[src/rtl/event_capture_pkg.sv]
// Shared constants for the event capture queue: sample-mode selectors and
// the occupancy-counter width helper.
package event_capture_pkg;

  localparam int IMMEDIATE = 0;
  localparam int DEFERRED  = 1;

  // Occupancy needs one more bit than the pointers so that "full" is representable.
  function automatic int cnt_width(input int depth);
    return $clog2(depth) + 1;
  endfunction

endpackage

[src/rtl/ev_fifo.sv]
// Synchronous DEPTH-entry FIFO with registered head read, used as the
// event queue storage; a pop frees room for a push in the same cycle.
module ev_fifo
  import event_capture_pkg::*;
#(
  parameter int WIDTH = 2,
  parameter int DEPTH = 4
) (
  input  logic                        clk,
  input  logic                        rst_n,
  input  logic                        push_i,
  input  logic                        pop_i,
  input  logic [WIDTH-1:0]            wdata_i,
  output logic [WIDTH-1:0]            rdata_o,
  output logic                        full_o,
  output logic                        empty_o,
  output logic [cnt_width(DEPTH)-1:0] count_o
);

  localparam int AW = $clog2(DEPTH);
  localparam int CW = cnt_width(DEPTH);

  logic [WIDTH-1:0] mem_q [DEPTH];
  logic [AW-1:0]    wr_ptr_q, rd_ptr_q;
  logic [CW-1:0]    count_q, count_d;
  logic             do_push, do_pop;

  assign empty_o = (count_q == '0);
  assign full_o  = (count_q == CW'(DEPTH));
  assign do_pop  = pop_i && !empty_o;
  assign do_push = push_i && (!full_o || do_pop);

  always_comb begin
    count_d = count_q;
    if (do_push && !do_pop) count_d = count_q + 1'b1;
    else if (do_pop && !do_push) count_d = count_q - 1'b1;
  end

  // Storage is cleared on reset so the head reads 0 while the queue is empty.
  always_ff @(posedge clk or negedge rst_n) begin
    if (!rst_n) begin
      for (int i = 0; i < DEPTH; i++) mem_q[i] <= '0;
      wr_ptr_q <= '0;
      rd_ptr_q <= '0;
      count_q  <= '0;
    end else begin
      if (do_push) begin
        mem_q[wr_ptr_q] <= wdata_i;
        wr_ptr_q        <= wr_ptr_q + 1'b1;
      end
      if (do_pop) rd_ptr_q <= rd_ptr_q + 1'b1;
      count_q <= count_d;
    end
  end

  assign rdata_o = mem_q[rd_ptr_q];
  assign count_o = count_q;

endmodule

[src/rtl/event_capture_queue.sv]
// Event capture queue: samples ev_data on a trigger (immediately or one cycle
// later), queues it and tracks drops. Define EVENT_CAPTURE_TS_EN for timestamps.
module event_capture_queue
  import event_capture_pkg::*;
#(
  parameter int DATA_W          = 2,
  parameter int DEPTH           = 4,
  parameter int SAMPLE_DEFERRED = 0,
  parameter int DROP_W          = 8,
  parameter int TS_W            = 16
) (
  input  logic                     clk,
  input  logic                     rst_n,
  input  logic                     ev_trig,
  input  logic [DATA_W-1:0]        ev_data,
  output logic                     out_valid,
  input  logic                     out_ready,
  output logic [DATA_W-1:0]        out_data,
  output logic [$clog2(DEPTH):0]   count,
  output logic                     ovf,
  input  logic                     clr_ovf,
  output logic [DROP_W-1:0]        drop_cnt
`ifdef EVENT_CAPTURE_TS_EN
  ,
  output logic [TS_W-1:0]          out_ts
`endif
);

`ifdef EVENT_CAPTURE_TS_EN
  typedef struct packed {
    logic [DATA_W-1:0] data;
    logic [TS_W-1:0]   ts;
  } entry_t;
`else
  typedef struct packed {
    logic [DATA_W-1:0] data;
  } entry_t;
`endif

  logic   cap_v;
  logic   full, empty, pop, push, drop;
  entry_t cap_e, head_e;

  if (SAMPLE_DEFERRED == DEFERRED) begin : g_deferred
    // Strobe is delayed; payload is sampled live in the delayed cycle.
    logic trig_q;
    always_ff @(posedge clk or negedge rst_n) begin
      if (!rst_n) trig_q <= 1'b0;
      else        trig_q <= ev_trig;
    end
    assign cap_v = trig_q;
  end else begin : g_immediate
    assign cap_v = ev_trig;
  end

  assign cap_e.data = ev_data;

`ifdef EVENT_CAPTURE_TS_EN
  logic [TS_W-1:0] ts_q;
  always_ff @(posedge clk or negedge rst_n) begin
    if (!rst_n) ts_q <= '0;
    else        ts_q <= ts_q + 1'b1;
  end

  // The timestamp always belongs to the trigger cycle, so deferred mode delays it too.
  if (SAMPLE_DEFERRED == DEFERRED) begin : g_ts_deferred
    logic [TS_W-1:0] ts_pipe_q;
    always_ff @(posedge clk or negedge rst_n) begin
      if (!rst_n) ts_pipe_q <= '0;
      else        ts_pipe_q <= ts_q;
    end
    assign cap_e.ts = ts_pipe_q;
  end else begin : g_ts_immediate
    assign cap_e.ts = ts_q;
  end

  assign out_ts = head_e.ts;
`endif

  assign out_valid = !empty;
  assign pop       = out_valid && out_ready;
  assign push      = cap_v && (!full || pop);
  assign drop      = cap_v && full && !pop;

  ev_fifo #(
    .WIDTH ($bits(entry_t)),
    .DEPTH (DEPTH)
  ) u_fifo (
    .clk     (clk),
    .rst_n   (rst_n),
    .push_i  (push),
    .pop_i   (pop),
    .wdata_i (cap_e),
    .rdata_o (head_e),
    .full_o  (full),
    .empty_o (empty),
    .count_o (count)
  );

  assign out_data = head_e.data;

  logic              ovf_q, ovf_d;
  logic [DROP_W-1:0] drop_q, drop_d;

  // A drop in the same cycle as a clear restarts the count at one.
  always_comb begin
    ovf_d  = ovf_q;
    drop_d = drop_q;
    if (drop) begin
      ovf_d = 1'b1;
      if (clr_ovf)              drop_d = DROP_W'(1);
      else if (drop_q != '1)    drop_d = drop_q + 1'b1;
    end else if (clr_ovf) begin
      ovf_d  = 1'b0;
      drop_d = '0;
    end
  end

  always_ff @(posedge clk or negedge rst_n) begin
    if (!rst_n) begin
      ovf_q  <= 1'b0;
      drop_q <= '0;
    end else begin
      ovf_q  <= ovf_d;
      drop_q <= drop_d;
    end
  end

  assign ovf      = ovf_q;
  assign drop_cnt = drop_q;

endmodule

[config.mk]
export PLATFORM = sky130hd
export DESIGN_NAME = event_capture_queue
export DESIGN_NICKNAME = d
export VERILOG_FILES = /design/src/rtl/event_capture_pkg.sv /design/src/rtl/ev_fifo.sv /design/src/rtl/event_capture_queue.sv
export SDC_FILE = /design/constraint.sdc
export NUM_CORES = 1
export LEC_CHECK = 0
export CAP_MARGIN = 30
export CELL_PAD_IN_SITES_DETAIL_PLACEMENT = 0
export CELL_PAD_IN_SITES_GLOBAL_PLACEMENT = 1
export CORE_MARGIN = 2
export CORE_UTILIZATION = 45
export CTS_CLUSTER_SIZE = 30
export DETAILED_ROUTE_END_ITERATION = 12
export PLACE_DENSITY_LB_ADDON = 0.1
export SLEW_MARGIN = 20
export SYNTH_ARGS = -nofsm -noshare
export SYNTH_HDL_FRONTEND = slang
export SYNTH_HIERARCHICAL = 1
export SYNTH_SLANG_ARGS = --single-unit
[constraint.sdc]
create_clock -name clk -period 7.3 [get_ports clk]
set_clock_uncertainty 0.15 [all_clocks]
set_input_delay 0.73 -clock clk [delete_from_list [all_inputs] [get_ports clk]]
set_output_delay 0.73 -clock clk [all_outputs]
set_load 0.01 [all_outputs]
=== Word-level counts from Yosys, hierarchy flattened ===
Cells that the tools add are included.

* Register bits: 24
* Input port bits: 7
* Output and inout port bits: 15

* $add $sub $neg: 5
* $lt $le $gt $ge: 3
* Equality and inequality tests: 2
* Muxes and demuxes: 14
* Bitwise gates (word level): 2
* Reduce and logical (&&, ||, !) cells: 21

{| class="wikitable"
|+ Operators by type and width
! kind !! count
|-
| 8-bit 2-to-1 mux || 4
|-
| 1-bit logical AND || 9
|-
| 8-bit by 1-bit adder with 8-bit output (second input constant) || 1
|-
| 8-bit bitwise mux || 1
|-
| 8-bit inequality test (second input constant) || 1
|-
| 3-bit >= comparator (second input constant) || 2
|-
| 2-bit 2-to-1 mux || 3
|-
| 3-bit 2-to-1 mux || 2
|-
| 2-bit inverter with 3-bit output || 2
|-
| 2-bit nonzero test || 3
|-
| 1-bit logical NOT || 5
|-
| 2-bit by 1-bit adder with 2-bit output (second input constant) || 2
|-
| 2-bit binary-select mux with 2-bit select || 1
|-
| 2-bit demux with 2-bit select || 1
|-
| 3-bit by 1-bit adder with 3-bit output (second input constant) || 1
|-
| 3-bit equality test (second input constant) || 1
|-
| 3-bit logical NOT || 1
|-
| 3-bit by 1-bit less-than comparator with 1-bit output (second input constant) || 1
|-
| 3-bit by 1-bit subtractor with 3-bit output (second input constant) || 1
|-
| 1-bit logical OR || 2
|-
| 1-bit 2-to-1 mux || 2
|-
| 2-bit AND reduction || 1
|}

=== Depth between registers and ports, before layout ===
* Word-level depth: 10
* Depth in mapped cells: 11
* Mapped depth without buffers: 11

=== By module ===
Netlist, hierarchy kept.

{| class="wikitable"
|+ By module, submodules not included
! module !! times used !! cells each !! area each (um2) !! seq. area each (um2)
|-
| ev_fifo || 1 || 57 || 769.5 || 375.4
|-
| event_capture_queue || 1 || 58 || 570.5 || 225.2
|}

=== Worst setup path before layout ===
OpenSTA, ideal clock, no wires.

* Kind: reg2reg
* Start point: reg u_fifo.count_q[0], in the netlist u_fifo/count_o[0]
* End point: reg u_fifo.count_q[1], in the netlist u_fifo/count_o[1]
* Setup time: 0.125 ns
* Data arrival time: 2.420 ns
* Required time: 7.025 ns
* Slack: 4.605 ns
* Cell stages (with the launch flop): 10
* Path buffers: 0
* Cells stage by stage: dfrtp_1 -> nor3_1 -> nand2b_4 -> inv_1 -> nor4b_4 -> nor2b_1 -> ha_1 -> inv_1 -> fa_1 -> mux2_2

{| class="wikitable"
|+ RTL lines
! what !! RTL line !! source
|-
| from (decl) || ev_fifo.sv:25 || <nowiki>logic [CW-1:0] count_q, count_d;</nowiki>
|-
| from (signal assigned) || ev_fifo.sv:52 || <nowiki>count_q <= count_d;</nowiki>
|-
| 3-bit logical NOT * || ev_fifo.sv:28 || <nowiki>assign empty_o = (count_q == '0);</nowiki>
|-
| via empty || event_capture_queue.sv:41 || <nowiki>logic full, empty, pop, push, drop;</nowiki>
|-
| 1-bit logical NOT * || event_capture_queue.sv:80 || <nowiki>assign out_valid = !empty;</nowiki>
|-
| 1-bit logical AND * || event_capture_queue.sv:81 || <nowiki>assign pop = out_valid && out_ready;</nowiki>
|-
| via pop || event_capture_queue.sv:41 ||
|-
| 1-bit logical OR or 1-bit logical AND (tied branches) || event_capture_queue.sv:82, ev_fifo.sv:30 ||
|-
| 1-bit logical AND or 1-bit logical OR (tied branches) || event_capture_queue.sv:82, ev_fifo.sv:31 ||
|-
| 1-bit logical AND * || ev_fifo.sv:31 || <nowiki>assign do_push = push_i && (!full_o || do_pop);</nowiki>
|-
| via u_fifo.do_push || ev_fifo.sv:26 || <nowiki>logic do_push, do_pop;</nowiki>
|-
| 1-bit logical AND * || ev_fifo.sv:35 || <nowiki>if (do_push && !do_pop) count_d = count_q + 1'b1;</nowiki>
|-
| 3-bit 2-to-1 mux * || ev_fifo.sv:35 ||
|-
| via u_fifo.count_d[1] || ev_fifo.sv:25 ||
|}

The timed path passes the listed nets; every way through them passes the cells marked *. The select of a mux whose other input is x is not followed.
A chain may end at the register's enable or synchronous reset.

=== Final worst setup path ===
* Start point: in out_ready
* End point: reg u_fifo.count_q[2], in the netlist u_fifo/count_o[2]

* Cells in the longest elaborated chain, start to end: 7

{| class="wikitable"
|+ Ends and longest elaborated chain
! what !! RTL line !! source
|-
| from (decl) || event_capture_queue.sv:17 || <nowiki>input logic out_ready,</nowiki>
|-
| 1-bit logical AND * || event_capture_queue.sv:81 ||
|-
| 1-bit logical OR * || event_capture_queue.sv:82 || <nowiki>assign push = cap_v && (!full || pop);</nowiki>
|-
| 1-bit logical AND * || event_capture_queue.sv:82 ||
|-
| via push || event_capture_queue.sv:41 ||
|-
| 1-bit logical AND * || ev_fifo.sv:31 ||
|-
| via u_fifo.do_push || ev_fifo.sv:26 ||
|-
| 1-bit logical NOT || ev_fifo.sv:36 || <nowiki>else if (do_pop && !do_push) count_d = count_q - 1'b1;</nowiki>
|-
| 1-bit logical AND || ev_fifo.sv:36 ||
|-
| 2-bit nonzero test (no source line) || - ||
|}

The timed path passes the listed nets; every way through them passes the cells marked *.

==> results.toml <==
[outcome]
status = "complete, no violations"

[timing]
setup_tns_ns = 0
drv_slew = 0
finalCritPeriodShare = 0.426
worst_pin_slew_ns = 0.525
slew_headroom = 0.647
setup_violations = 0
rsz0062_at_grt = "no"
max_freq_mhz = 321
period_minus_slack_ns = 3.11
hold_viol_final = 0

[cts]
clkTransAtPathRegs_ns = 0.12
clkLatencyLatePin_ns = 0.30
cts_tree = "yes"
cts_setup_buffers = 0
cts_sinks = 24
cts-buffers-inserted = 3
cts_hold_buffers = 0
cts_resized = 0
clockRootBuffer = "clkbuf_4"
h-tree-depth = 1
clk_path_buf_depth = 2

[logic_synthesis]
synth_compound_area_frac = 0.0784
yosysTopAreaCell = "dfrtp_1"
synth_xor_area_frac = 0.0392
synth_seq_cells = 24
synth_cells = 115
synth.avg_cell_area_um2 = 11.7
ys_async_sr_fraction = 1.00
ys_top_cells_by_area = "dfrtp_1, mux2_2, ha_1, mux4_2, xnor2_1"
synth_edf_count = 0
muxShareOfSynthArea = 0.142
yosysUniqueCellTypes = 37
synthSimpleGateAreaFrac = 0.196
synth_top_family_by_area = "simple AND/OR/NAND/NOR gates"
synth.cell_area_mm2 = 0.00134
syn_nets = 129
synth-adder-area-share = 0.0710
ys_seq_area_frac = 0.448
synth_warnings = 6
ys.flop_type = "dfrtp_1"
yosysTopAreaCellShare = 0.448

[setup_path]
crit_path_frequent_cell = "xor2_1"
max_stage_delay_ns = 0.51
cp.depth = 10
worstSetupStartpointType = "primary input"
cpLargestDelayFamily = "adder cells"
crit_type = "primary input to flop"
crit_slowest_cell = "clkdlybuf4s50_1"
critPathBufInv = 2
crit_path_end_kind = "flop"
r2r_cells = 10
crit_chain = "clkdlybuf4s50_1 > nand2b_4 > a21boi_0 > nor2b_1 > ha_1 > inv_1 > fa_1 > xor2_1 > nor2_1 > xor2_1"
worstPathRequired_ns = 7.39
critPathArrivalTime_ns = 3.20
crit_fanout = 6
worstReg2RegStart = "u_fifo/count_o[0]"
startpoint = "out_ready"

[pwr]
cellPowerDensity_mw_per_mm2 = 327
clkPwrFrac = 0.130
leakage_nw = 0.675
internal_power_mw = 0.357
peakVddDrop_mv = 0.241
p_sw_mw = 0.178
power.share.switching = 0.333
pwr-share-seq = 0.427
pwr-share-comb = 0.444

[min_path]
min_path_type = "flop to flop"
whs_path_depth = 1
min_from = "u_fifo/mem_q[4]"

[finish]
n_antenna_cell = 0
fin_cells = 171
area_delta_synth_final_pct = 22.1
drive_gt1_frac = 0.179
final_nets = 155

[placed_design]
hpwlAfterDp_mm = 1.84
gp_congestion = 0.770
dp_cells = 167
io_buffers = 21

[floorplanning]
core.rowCount = 19
fp.dieW_um = 58.6
coreArea_mm2 = 0.00278
start_util = 0.482
dieArea_mm2 = 0.00343
ioPinCount = 22
die-height_um = 58.6

[grt]
grt_max_degree = 17
grt_pass1_vias = 962
grt_pass1_wl_mm = 4.33
antenna_found_initial = 0
track_usage = 0.162
grt-ovfl-total = 0

[drt]
via_per_inst = 5.39
initialDrtViolationCount = 26
wirelength_mm = 2.35
drtPass1Iterations = 4
drcViolationCount = 0
antenna_left = 0
wl_per_cell_um = 13.7
vias = 922

[job]
drv_cap = 0
[sequential cells by signal, indices dropped and copies added, names as in the netlist]
name,count
u_fifo/wr_ptr_q,2
drop_cnt,8
u_fifo/rd_ptr_q,2
u_fifo/count_o,3
u_fifo/mem_q,8
ovf,1
[routing by layer]
metal,wire length (µm),global-route usage,part of all wire,vias up
met5,0,0,0,-
met4,18,0.0390,0.0077,0
met3,80,0.0264,0.034,2
met2,1020,0.255,0.44,17
met1,1220,0.236,0.52,453
li1,-,-,-,450
[per-stage QoR]
stage	util	hold slack (ns)	cell area [µm²]	power [mW]	setup WS, ns
floorplan	-	0.284	1340	0.383	4.61
CTS	0.588	0.379	1640	0.543	4.19
global placement	0.570	0.336	1590	0.462	3.97
finish	0.588	0.376	1640	0.535	4.19
detailed placement	0.575	0.349	1600	0.473	3.86
global route	0.588	0.402	1640	0.584	3.99
[path summary, 6_finish.rpt]
path	end	slack (ns)
setup / recovery	u_fifo/count_o[2]	4.19
hold / removal	u_fifo/mem_q[4]	0.38
hold reg to reg	u_fifo/mem_q[4]	0.38
max in group asynchronous	u_fifo/rd_ptr_q[0]	5.99
setup reg to reg	u_fifo/count_o[2]	4.34
min in group asynchronous	u_fifo/mem_q[6]	0.56
[cells by family (layout without fill, tap and decap cells)]
logic type	count (synthesis)	count (layout)
AND/OR/NAND/NOR	41	41
buffers and inverters	9	34
multiplexers	15	15
AO/OA/AOI/OAI	13	13
adder cells (fa/ha/maj)	7	7
XOR/XNOR	6	6
flip-flops	24	24
[final cells by class]
class | count | area (µm²)
inverters | 8 | 30.0
fillers | 241 | 1140
clock buffers | 4 | 36.3
multi-input cells | 82 | 706
repair buffers | 22 | 225
well taps | 31 | 38.8
flip-flops and latches | 24 | 601
[layout by cell type, fill, tap and decap left out, drive strengths merged, types with 4 or more instances in the layout]
cell	netlist	final
dfrtp	24	24
clkdlybuf4s50	0	21
mux2	12	12
nor2	9	9
inv	8	8
nand2	7	7
ha	6	6
nand2b	5	5
xnor2	4	4
clkbuf	1	4
[power groups by stage]
stage          Combinational [mW]  Clock, mW  Sequential, mW
2_1_floorplan               0.157          0           0.226
5_1_grt                     0.268     0.0779           0.238
3_3_place_gp                0.233          0           0.229
3_5_place_dp                0.241          0           0.232
4_1_cts                     0.242     0.0718           0.230
6_report                    0.237     0.0693           0.228
[synthesized netlist by cell type (all sizes together), types with 2 or more instances]
master,n
a211oi,2
dfrtp,24
nor3b,2
xnor2,4
nor2b,3
a21oi,3
nand2,7
nand3,3
mux4,2
mux2,12
nor2,9
xor2,2
ha,6
and2,3
a31oi,2
o21ai,2
nor3,3
inv,8
nand2b,5
Note: power is estimated with default switching activity, not from simulation.
